[config.mk]
export PLATFORM = sky130hd
export DESIGN_NAME = long_multiply
export DESIGN_NICKNAME = d
export VERILOG_FILES = /design/src/rtl/long_multiply.sv
export SDC_FILE = /design/constraint.sdc
export NUM_CORES = 1
export LEC_CHECK = 0
export CAP_MARGIN = 20
export CORE_MARGIN = 2
export CORE_UTILIZATION = 55
export CTS_CLUSTER_DIAMETER = 30
export DETAILED_ROUTE_END_ITERATION = 8
export GPL_ROUTABILITY_DRIVEN = 0
export PLACE_DENSITY_LB_ADDON = 0.15
export SYNTH_ARGS = -nofsm -noshare
export SYNTH_HDL_FRONTEND = slang
export SYNTH_SLANG_ARGS = --single-unit
[constraint.sdc]
create_clock -name clk -period 3.33 [get_ports clk]
set_input_delay 0.666 -clock clk [delete_from_list [all_inputs] [get_ports clk]]
set_output_delay 0.666 -clock clk [all_outputs]
set_load 0.02 [all_outputs]
[src/rtl/long_multiply.sv]
// Unsigned shift-add multiply-accumulate: computes a*b+c into a 2*WIDTH-bit result,
// LSB-first, one multiplier bit per clock, with a fixed latency of WIDTH cycles.
module long_multiply #(
  parameter int WIDTH = 5
) (
  input  logic             clk,
  input  logic             rst,
  input  logic             start,
  output logic             busy,
  output logic             done,
  output logic             valid,
  output logic             ovf,
  input  logic [WIDTH-1:0] a,
  input  logic [WIDTH-1:0] b,
  input  logic [WIDTH-1:0] c,
  output logic [WIDTH-1:0] prod_hi,
  output logic [WIDTH-1:0] prod_lo
);

  localparam int IW = (WIDTH > 1) ? $clog2(WIDTH) : 1;
  localparam logic [IW-1:0] I_LAST = IW'(WIDTH - 1);

  typedef enum logic [1:0] {
    S_IDLE,
    S_RUN,
    S_DONE
  } state_t;

  state_t               state_q, state_d;
  logic [2*WIDTH-1:0]   p_q, p_d;
  logic [WIDTH-1:0]     a1_q, a1_d;
  logic [IW-1:0]        i_q, i_d;
  logic                 busy_q, busy_d;
  logic                 done_q, done_d;
  logic                 valid_q, valid_d;
  logic                 ovf_q, ovf_d;
  logic [WIDTH-1:0]     prod_hi_q, prod_hi_d;
  logic [WIDTH-1:0]     prod_lo_q, prod_lo_d;

  // One shift-add step: the add is WIDTH+1 bits wide so its carry shifts into P's top bit.
  logic [WIDTH:0]       sum;
  logic [2*WIDTH-1:0]   p_step;

  always_comb begin
    sum    = {1'b0, p_q[2*WIDTH-1:WIDTH]} + {1'b0, (p_q[0] ? a1_q : {WIDTH{1'b0}})};
    p_step = {sum, p_q[WIDTH-1:1]};
  end

  always_comb begin
    state_d   = state_q;
    p_d       = p_q;
    a1_d      = a1_q;
    i_d       = i_q;
    busy_d    = busy_q;
    done_d    = 1'b0;
    valid_d   = valid_q;
    ovf_d     = ovf_q;
    prod_hi_d = prod_hi_q;
    prod_lo_d = prod_lo_q;

    // start wins over everything, including the final iteration of a running job.
    if (start) begin
      state_d = S_RUN;
      p_d     = {c, b};
      a1_d    = a;
      i_d     = '0;
      busy_d  = 1'b1;
      valid_d = 1'b0;
    end else begin
      case (state_q)
        S_RUN: begin
          p_d = p_step;
          if (i_q == I_LAST) begin
            state_d   = S_DONE;
            busy_d    = 1'b0;
            done_d    = 1'b1;
            valid_d   = 1'b1;
            prod_hi_d = p_step[2*WIDTH-1:WIDTH];
            prod_lo_d = p_step[WIDTH-1:0];
            ovf_d     = |p_step[2*WIDTH-1:WIDTH];
          end else begin
            i_d = i_q + IW'(1);
          end
        end
        S_DONE:  state_d = S_IDLE;
        default: state_d = S_IDLE;
      endcase
    end
  end

  always_ff @(posedge clk or negedge rst) begin
    if (!rst) begin
      state_q   <= S_IDLE;
      p_q       <= '0;
      a1_q      <= '0;
      i_q       <= '0;
      busy_q    <= 1'b0;
      done_q    <= 1'b0;
      valid_q   <= 1'b0;
      ovf_q     <= 1'b0;
      prod_hi_q <= '0;
      prod_lo_q <= '0;
    end else begin
      state_q   <= state_d;
      p_q       <= p_d;
      a1_q      <= a1_d;
      i_q       <= i_d;
      busy_q    <= busy_d;
      done_q    <= done_d;
      valid_q   <= valid_d;
      ovf_q     <= ovf_d;
      prod_hi_q <= prod_hi_d;
      prod_lo_q <= prod_lo_d;
    end
  end

  assign busy    = busy_q;
  assign done    = done_q;
  assign valid   = valid_q;
  assign ovf     = ovf_q;
  assign prod_hi = prod_hi_q;
  assign prod_lo = prod_lo_q;

endmodule

==> Word level (Yosys, flattened, before mapping) <==
Cells that the tools add are included.
{ "classes": {"eq_ne": 4, "bitwise": 1, "mux": 18, "reduce_logical": 6, "n_addsub": 2} }
{ "ops": {"columns": ["cell", "n"], "rows": [
  ["2-to-1 mux 10 bit", 2],
  ["2-to-1 mux 1 bit", 9],
  ["2-to-1 mux 3 bit", 3],
  ["adder 5 x 5 -> 6 bit", 1],
  ["2-to-1 mux 2 bit", 3],
  ["2-to-1 mux 5 bit", 1],
  ["OR reduction 5 bit", 1],
  ["AND reduction 2 bit", 2],
  ["nonzero test 2 bit", 2],
  ["adder 3 x 1 -> 3 bit (second input constant)", 1],
  ["== test 3 bit (second input constant)", 1],
  ["inequality test 3 bit (second input constant)", 1],
  ["AND reduction 3 bit", 1],
  ["== test 2 x 1 -> 1 bit (second input constant)", 1],
  ["inequality test 2 bit (second input constant)", 1],
  ["inverter 1 bit", 1]
]} }
{ "totals": {"ff_bits": 34, "output_inout_bits": 14, "elab_cells": 41, "in_bits": 18} }

==> Logic depth before layout (Yosys ltp) <==
Gate-level depths: netlist of the first run.
{ "depth": {"ltp_word": 4, "mapped_depth": 9, "depth_no_buf": 9} }

==> Worst setup path before layout of the first run <==
No wires, ideal clock.
{ "synth_timing": {"path_type": "reg2reg", "from": "reg p_q[0]", "to": "reg p_q[8]", "setup_slack_ns": 1.435, "synth_period_minus_slack_ns": 1.895, "required_time_ns": 3.247, "arrival_ns": 1.813, "path_buffers": 0, "setup_ns": 0.083, "path_stages_with_launch": 10, "cell_sequence": "dfrtp_1 > and2_1 > ha_1 > inv_1 > fa_1 > nand2b_1 > a21oi_1 > xor2_1 > mux2i_1 > o21ai_0"} }
{ "synth_via": {"elab_chain_cells": 4} }
{ "synth_rtl": {"columns": ["item", "line_no", "source"], "rows": [
  ["start: declaration", "30", "logic [2*WIDTH-1:0] p_q, p_d;"],
  ["start signal: assignment", "105", "p_q <= p_d;"],
  ["2-to-1 mux 5 bit", "45", "sum = {1'b0, p_q[2*WIDTH-1:WIDTH]} + {1'b0, (p_q[0] ? a1_q : {WIDTH{1'b0}})};"],
  ["adder 5 x 5 -> 6 bit", "45", null],
  ["2-to-1 mux 10 bit", "70", "case (state_q)"],
  ["2-to-1 mux 10 bit", "62", "if (start) begin"]
]} }
Every way passes these cells. The select of a mux whose other input is x is not followed.
A chain may end at the register's enable or synchronous reset.

==> Final worst setup path of the first run <==
Ends and elaborated chain as after synthesis.

==> results.yml, run 1 <==
setup_path:
  setup.worst_path.class: "reg2reg"
  r2r_end: "p_q[8]$_DFFE_PN0P_"
  worstPathRequired_ns: 3.58
  max_stage_delay_ns: 0.42
  crit-reg2reg-launch: "p_q[0]$_DFFE_PN0P_"
  crit_family: "adder cells"
  endpoint_kind: "register"
  cp-start-kind: "register"
  reg2reg_depth: 9
  crit_start: "p_q[0]$_DFFE_PN0P_"
  cp.arrival_ns: 2.44
  crit_buf_inv: 1
  crit_path_max_fanout: 6
  worst_path_max_delay_cell: "dfrtp_1"
  crit_chain: "and2_1 > ha_1 > inv_1 > fa_1 > nand2b_1 > a21oi_1 > xor2_1 > mux2i_1 > o21ai_0"
  ff2ff_setup_slack_ns: 1.15
sta:
  relSlewSlack_pct: 59.62
  post-route-period-util_pct: 65.58
  slew_violations: 0
  tightestPinTransition_ns: 0.6057
  clock_skew_ns: 0.005338
  tns_ns: 0
  max_freq_mhz: 457.9
  finalSetupViolCount: 0
  rsz0062_at_grt: "no"
  period_needed_ns: 2.184
  hold_viol: 0
synthesis:
  synth_top_area_cell: "dfrtp_1"
  yosysUniqueCellTypes: 31
  syn-cell-area_um2: 1642
  yosysTopAreaCellShare_pct: 51.83
  syn_inst: 161
  ys.flop_type: "dfrtp_1"
  synth-edff-count: 0
  synth_nets: 187
  yosysWarnings: 0
  synth_most_common_cell: "nand2_1"
  synth_commonest_cells: "37 x nand2_1, 34 x dfrtp_1, 13 x o21ai_0, 10 x nor2_1"
  netlist_top_cells_area: "dfrtp_1 52%, nand2_1 8.5%, ha_1 5.3%"
  synth.avg_cell_area_um2: 10.20
  synth_async_sr_flop_share_pct: 100.0
  yosys_register_bits: 34
  ys_seq_area_share_pct: 51.83
routing:
  vias: 1171
  detail_route.wl_per_cell_um: 13.91
  ant_nets: 0
  remaining_drc_errors: 2
  drt_iter0_markers: 46
  routed_via_density: 5.228
  firstDrtPassIters: 6
  routed_wl_um: 3115
power:
  p_sw_mw: 0.5186
  p_leak_nw: 0.9606
  clkPwrFrac_pct: 20.3
  cellPowerDensity_nw_per_um2: 734.0
  seqPwrFrac_pct: 40.0
  switching_share_pct: 34.86
  p_total_mw: 1.488
  p_int_mw: 0.9691
  ir_drop_mv: 0.4569
  p_comb_share_pct: 39.8
placed_design:
  portBuffers: 31
  hpwl_um: 2351
cts:
  cts_tree: "built"
  clock_latency_ns: 0.33
  clock_sinks: 34
  htreeDepth: 2
  cts_made_buffers: 5
  cts_buffer_depth: 2
  clkSlewWorstSetupHoldPaths_ns: 0.09
  hold_buffers: 0
  cts_resized: 0
  root_buffer: "clkbuf_4"
  post_cts_buffers: 0
status:
  violations: "DRC"
  status: "finished, violations left"
global_routing:
  grt_pass1_wl_um: 5347
  grt_max_degree: 35
  antenna_found_initial: 0
  overflow: 0
  grt_pass1_vias: 1206
  grt_util_all_layers_pct: 21.55
run:
  drv_cap: 0
hold_path:
  hold_class: "reg2reg"
  min_to: "prod_hi[4]$_DFFE_PN0P_"
  hp-start: "prod_hi[4]$_DFFE_PN0P_"
  holdPathStages: 2
floorplanning:
  ios: 32
  dieArea_um2: 3437
  floorplan.initialDensity_pct: 58.52
  num_rows: 19
  fp.dieW_um: 58.63
  core_um2: 2805
  die_h_um: 58.63
layout:
  regArea_um2: 850.8
  drive_gt1_share_pct: 10.36
  syn2layout_area_growth_pct: 23.48
  finish.net_count: 219
  diodes: 0
  multiInputGateArea_um2: 695.7
  fillCellCount: 216
state kept, by name, summed over array words and instances (netlist names):
| name | count |
|---|---|
| done | 1 |
| state_q | 2 |
| prod_lo | 5 |
| busy | 1 |
| p_q | 10 |
| a1_q | 5 |
| ovf | 1 |
| prod_hi | 5 |
| i_q | 3 |
| valid | 1 |
cell families after synthesis:
kind of cell    after synthesis  share of synthesized area, %
compound gates               25                         8.460
xor+xnor                      4                         2.135
fa+ha+maj                     8                         6.555
buf+inv                      16                         5.793
flops                        34                         51.83
mux                          12                         7.698
simple gates                 62                         17.53
how the worst max path moves through the flow:
| stage | slack (ns) | to | cells past startpoint |
|---|---|---|---|
| 2_1_floorplan | 1.43 | p_q[8]$_DFFE_PN0P_ | 9 |
| 3_5_place_dp | 0.94 | ovf$_DFFE_PN0P_ | 6 |
| 4_1_cts | 1.13 | p_q[8]$_DFFE_PN0P_ | 9 |
| 5_1_grt | 0.90 | p_q[8]$_DFFE_PN0P_ | 9 |
| 3_3_place_gp | 0.99 | ovf$_DFFE_PN0P_ | 6 |
| 6_report | 1.15 | p_q[8]$_DFFE_PN0P_ | 9 |
worst min-delay path: stages (launching register included):
cell     delay [ns]
dfrtp_1        0.35
nand2_1        0.04
o21ai_0        0.06
layer usage:
metal / wire, µm / track usage, % / vias to the layer above
met4: 47 / 8.117 / 0
met5: 0 / 0 / -
met2: 1613 / 36.92 / 27
met1: 1293 / 24.93 / 552
met3: 161 / 7.473 / 6
li1: - / - / 586
final cells by class:
cell class                      instances  area share, %
Clock buffer                            6          2.531
Tap cell                               31          1.914
Clock inverter                          1          1.481
Timing Repair Buffer                   33          16.05
Inverter                                8          1.728
Sequential cell                        34          41.98
Multi-Input combinational cell        111          34.32
layout by cell type (no fill, tap or decap), drive strengths merged:
master         instances
nand2                 37
clkbuf                 6
xor2                   3
and2b                  1
clkdlybuf4s50         31
nand2b                 3
ha                     7
and4b                  1
o21bai                 1
o21ai                 14
xnor2                  1
buf                    2
nand3                  2
fa                     1
nor2                  11
a21oi                  7
a211oi                 2
nor3                   2
bufinv                 1
a21o                   1
inv                    8
or3                    1
dfrtp                 34
and2                   4
mux2i                  7
mux2                   5
power by group through the flow:
stage / sequential, mW / clock (mW) / combinational, mW
floorplan: 0.668 / 0 / 0.301
CTS: 0.596 / 0.312 / 0.596
detailed placement: 0.604 / 0 / 0.592
global placement: 0.599 / 0 / 0.568
global route: 0.611 / 0.330 / 0.646
finish: 0.595 / 0.302 / 0.592
stage by stage:
step	instance area (µm²)	instances	hold WS [ns]	setup WS (ns)	utilization (%)
after global placement	1946	217	0.4647	0.9871	69.36
after detailed placement	1946	217	0.4657	0.9358	69.36
after CTS	2027	224	0.4886	1.130	72.26
final	2027	224	0.4825	1.146	72.26
after global routing	2027	224	0.5049	0.9014	72.26
after floorplan	1642	161	0.3704	1.435	-
Note: power is estimated with default switching activity, not from simulation.
==> run 2, diff against run 1 <==
- CORE_UTILIZATION: 55 -> 51
- clock period: 3.33 -> 2.21 ns (I/O delays scaled with it)
==> run 2 against run 1 <==
The run now ends clean. Die area up 7.3%. Sequential power up 52%. Critical path depth up 1. Non-clock buffer count up 3. Utilization down 4.9 points. Largest cell class unchanged.
==> results.yml, run 2 (synthesis gave the netlist of run 1 again) <==
sta:
  finalSetupViolCount: 0
  post-route-period-util_pct: 92.98
  fin_ws_ns: 0.1551
  slew_violations: 0
  relSlewSlack_pct: 72.19
  hold_viol: 0
  period_needed_ns: 2.055
  holdWs_ns: 0.4865
  rsz0062_at_grt: "no"
  tns_ns: 0
  tightestPinTransition_ns: 0.4172
  clock_skew_ns: 0.004195
  max_freq_mhz: 486.6
cts:
  cts_buffer_depth: 2
  cts_tree: "built"
  htreeDepth: 2
  clock_latency_ns: 0.33
  clock_sinks: 34
  root_buffer: "clkbuf_4"
  hold_buffers: 0
  cts_made_buffers: 5
  clkSlewWorstSetupHoldPaths_ns: 0.10
layout:
  final_cells: 241
  syn2layout_area_growth_pct: 25.23
  fin_area_um2: 2056
  regMostFlops: "p_q"
  final_common_cell: "nand2_1"
  finish.net_count: 222
  drive_gt1_share_pct: 12.69
  largest_register_ffs: 10
  layout_common_cells: "37 x nand2_1, 34 x dfrtp_1, 31 x clkdlybuf4s50_1"
  fillCellCount: 263
  diodes: 0
  fin_util_pct: 67.34
routing:
  detail_route.wl_per_cell_um: 13.18
  routed_via_density: 5.104
  drt_iter0_markers: 35
  firstDrtPassIters: 4
  vias: 1230
  ant_nets: 0
  routed_wl_um: 3176
  remaining_drc_errors: 0
floorplanning:
  die_h_um: 60.74
  ios: 32
  dieArea_um2: 3689
  core_um2: 3053
  fp.dieW_um: 60.74
  num_rows: 20
  floorplan.initialDensity_pct: 53.77
setup_path:
  crit_chain: "and2_1 > ha_1 > inv_1 > fa_1 > nand2b_1 > a21oi_2 > xor2_1 > buf_4 > nor3_2 > a21oi_2"
  crit_family: "adder cells"
  cp-start-kind: "register"
  crit_start: "p_q[0]$_DFFE_PN0P_"
  setup.worst_path.class: "reg2reg"
  endpoint_kind: "register"
  crit_path_max_fanout: 6
  crit-reg2reg-launch: "p_q[0]$_DFFE_PN0P_"
  crit_buf_inv: 2
  max_stage_delay_ns: 0.41
  worst_path_max_delay_cell: "dfrtp_1"
  cp.arrival_ns: 2.29
  worstPathRequired_ns: 2.44
  crit_top_cell: "a21oi_2"
hold_path:
  hold_class: "reg2reg"
  hp-start: "prod_hi[1]$_DFFE_PN0P_"
placed_design:
  post-place-cells: 232
  pre_cts_slack_ns: 0.1039
  portBuffers: 31
  hpwl_um: 2370
  post_dp_cell_area_um2: 1977
run:
  drv_cap: 0
power:
  cellPowerDensity_nw_per_um2: 1057
  ir_drop_mv: 0.5255
  p_total_mw: 2.172
  p_leak_nw: 0.9662
global_routing:
  overflow: 0
  grt.busiest_layer: "met2"
  grtUsageMet2_pct: 33.95
  grt_use_met1_pct: 22.90
  grt_max_degree: 35
  use_met3_pct: 6.183
  grt_pass1_wl_um: 5299
  grt_pass1_vias: 1241
  antenna_found_initial: 0
  grt_util_all_layers_pct: 19.98
status:
  status: "finished clean"
run 2: changes by cell type in the layout (fill, tap and decap cells not counted), sizes merged:
cell	before	now
clkbuf	6	7
clkinv	0	1
buf	2	5
bufinv	1	0
run 2: area by class of cell:
class / count / area [µm²] / area share (%)
Clock buffer: 7 / 55.05 / 2.678
Clock inverter: 1 / 5.005 / 0.2435
Inverter: 8 / 35.03 / 1.704
Multi-Input combinational cell: 111 / 706.9 / 34.39
Sequential cell: 34 / 850.8 / 41.39
Tap cell: 44 / 55.05 / 2.678
Timing Repair Buffer: 36 / 347.8 / 16.92
run 2: where the power goes:
group / switching (mW) / internal, mW
sequential: 0.110 / 0.792
combinational: 0.490 / 0.428
clock: 0.199 / 0.154
total: 0.798 / 1.37
run 2: per-layer routing:
| layer | share of wire [%] | routed length (µm) | up-vias |
|---|---|---|---|
| li1 | - | - | 592 |
| met1 | 42 | 1349 | 594 |
| met2 | 50 | 1584 | 32 |
| met3 | 4.5 | 142 | 12 |
| met4 | 3.1 | 99 | 0 |
| met5 | 0 | 0 | - |
run 2: worst register-to-register path: stages (launching register included):
cell and delay [ns]:
dfrtp_1 0.41, and2_1 0.14, ha_1 0.15, inv_1 0.06
fa_1 0.38, nand2b_1 0.17, a21oi_2 0.14, xor2_1 0.10
buf_4 0.15, nor3_2 0.19, a21oi_2 0.07
run 2: final timing paths:
kind                                           to  cells after the start  slack, ns
setup / recovery                  ovf$_DFFE_PN0P_                     10       0.16
hold / removal             prod_hi[1]$_DFFE_PN0P_                      2       0.49
setup reg to reg                  ovf$_DFFE_PN0P_                     10       0.16
hold reg to reg            prod_hi[1]$_DFFE_PN0P_                      2       0.49
max in group asynchronous  state_q[0]$_DFFE_PN0P_                      2       1.41
min in group asynchronous      p_q[2]$_DFFE_PN0P_                      2       0.51
run 2: timing repair:
action,4_1_cts,5_1_grt
setup buffers,0,1
setup endpoints to repair,0,2
resized for setup,0,2
==> run 3, diff against run 2 <==
- RECOVER_POWER: not set -> 50
==> run 3 against run 2 <==
Sequential power hardly changed. Power about the same. First-iteration DRC count stayed put. Non-clock buffer count stayed put. Clock power about the same. Clock skew unchanged. Combinational power is essentially flat. Critical path depth is the same. Sequential cell count unchanged. Sequential share of layout area grew 0.13 points. Critical endpoint unchanged. Largest cell class unchanged.
==> results.yml, run 3 (synthesis gave the netlist of run 1 again) <==
placed_design:
  pre_cts_slack_ns: 0.1039
  post_dp_cell_area_um2: 1977
  hpwl_um: 2370
  portBuffers: 31
  post-place-cells: 232
sta:
  max_freq_mhz: 486.6
  rsz0062_at_grt: "no"
  tightestPinTransition_ns: 1.237
  hold_viol: 0
  finalSetupViolCount: 0
  clock_skew_ns: 0.004195
  period_needed_ns: 2.055
  relSlewSlack_pct: 17.51
  tns_ns: 0
  slew_violations: 0
  post-route-period-util_pct: 92.98
  fin_ws_ns: 0.1551
cts:
  clock_sinks: 34
  root_buffer: "clkbuf_4"
  htreeDepth: 2
  cts_made_buffers: 5
  clkSlewWorstSetupHoldPaths_ns: 0.10
  cts_buffer_depth: 2
  cts_tree: "built"
  clock_latency_ns: 0.33
layout:
  diodes: 0
  multiInputGateArea_um2: 706.9
  final_cells: 241
  largest_register_ffs: 10
  fillCellCount: 264
  finish.net_count: 222
  drive_gt1_share_pct: 12.18
  fin_area_um2: 2049
  final_common_cell: "nand2_1"
  regArea_um2: 850.8
  layout_common_cells: "37 x nand2_1, 34 x dfrtp_1, 30 x clkdlybuf4s50_1"
  regMostFlops: "p_q"
  syn2layout_area_growth_pct: 24.85
floorplanning:
  die_h_um: 60.74
  dieArea_um2: 3689
  ios: 32
  floorplan.initialDensity_pct: 53.77
  num_rows: 20
  fp.dieW_um: 60.74
  core_um2: 3053
routing:
  ant_nets: 0
  routed_wl_um: 3182
  drt_iter0_markers: 35
  firstDrtPassIters: 4
  remaining_drc_errors: 0
  detail_route.wl_per_cell_um: 13.20
  vias: 1232
  routed_via_density: 5.112
global_routing:
  grt_util_all_layers_pct: 19.98
  grt_pass1_vias: 1241
  overflow: 0
  grt_max_degree: 35
  antenna_found_initial: 0
  grt_pass1_wl_um: 5299
setup_path:
  setup.worst_path.class: "reg2reg"
  worst_path_max_delay_cell: "dfrtp_1"
  cp-start-kind: "register"
  worstPathRequired_ns: 2.44
  crit_top_cell: "a21oi_2"
  crit_buf_inv: 2
  cp.arrival_ns: 2.29
  crit_path_max_fanout: 6
  crit_chain: "and2_1 > ha_1 > inv_1 > fa_1 > nand2b_1 > a21oi_2 > xor2_1 > buf_4 > nor3_2 > a21oi_2"
  max_stage_delay_ns: 0.41
  crit_family: "adder cells"
  endpoint_kind: "register"
power:
  ir_drop_mv: 0.5255
  p_leak_nw: 0.9622
  cellPowerDensity_nw_per_um2: 1060
status:
  status: "finished clean"
hold_path:
  hold_class: "reg2reg"
run:
  drv_cap: 0
-- run 3: cell types whose count changed in the layout (fill, tap and decap cells not counted) --
cell / delta
clkbuf_2: +1
clkdlybuf4s50_1: -1
dlygate4sd3_1: +1
buf_4: -2
clkbuf_1: +1
-- run 3: final timing paths --
check / to / slack [ns] / from / cells after the start
min in group asynchronous: a1_q[3]$_DFFE_PN0P_ / 0.73 / rst / 2
min: prod_hi[1]$_DFFE_PN0P_ / 0.49 / prod_hi[1]$_DFFE_PN0P_ / 2
min reg2reg: prod_hi[1]$_DFFE_PN0P_ / 0.49 / prod_hi[1]$_DFFE_PN0P_ / 2
max: ovf$_DFFE_PN0P_ / 0.16 / p_q[0]$_DFFE_PN0P_ / 10
max in group asynchronous: state_q[1]$_DFFE_PN0P_ / 0.98 / rst / 2
max reg2reg: ovf$_DFFE_PN0P_ / 0.16 / p_q[0]$_DFFE_PN0P_ / 10
-- run 3: power by group --
part,switching [mW],internal (mW)
clock network,0.200,0.154
registers,0.109,0.792
logic,0.490,0.426
-- run 3: repair_timing --
action,4_1_cts,5_1_grt
buffers inserted,0,1
endpoints found under the setup margin,0,2
hold buffers,0,0
gates resized for setup,0,2
hold endpoints to repair,0,0
-- run 3: worst min-delay path, delay by kind of cell, from the launching register on --
kind / cells / cell delay (ns)
AND/OR/NAND/NOR: 1 / 0.04
flip-flops: 1 / 0.35
AO/OA/AOI/OAI: 1 / 0.06
-- run 3: cell type report --
type                            count  area share [%]
Sequential cell                    34           41.51
Multi-Input combinational cell    111           34.49
Timing Repair Buffer               36           16.67
Clock buffer                        7           2.686
Tap cell                           44           2.686
Inverter                            8           1.709
Clock inverter                      1          0.2442
-- run 3: through the flow --
stage / hold slack [ns] / power [mW] / util (%)
6_report: 0.4865 / 2.172 / 67.13
5_1_grt: 0.5152 / 2.323 / 67.13
4_1_cts: 0.4949 / 2.161 / 66.72
3_5_place_dp: 0.4698 / 1.808 / 64.75
3_3_place_gp: 0.4604 / 1.763 / 64.75
2_1_floorplan: 0.1464 / 1.460 / -
-- run 3: layer usage --
layer	share of wire [%]	global-route usage (%)	vias to the layer above
met2	50	33.95	32
met1	43	22.90	596
met5	0	0	-
li1	-	-	592
met3	4.5	6.183	12
met4	3.1	9.627	0
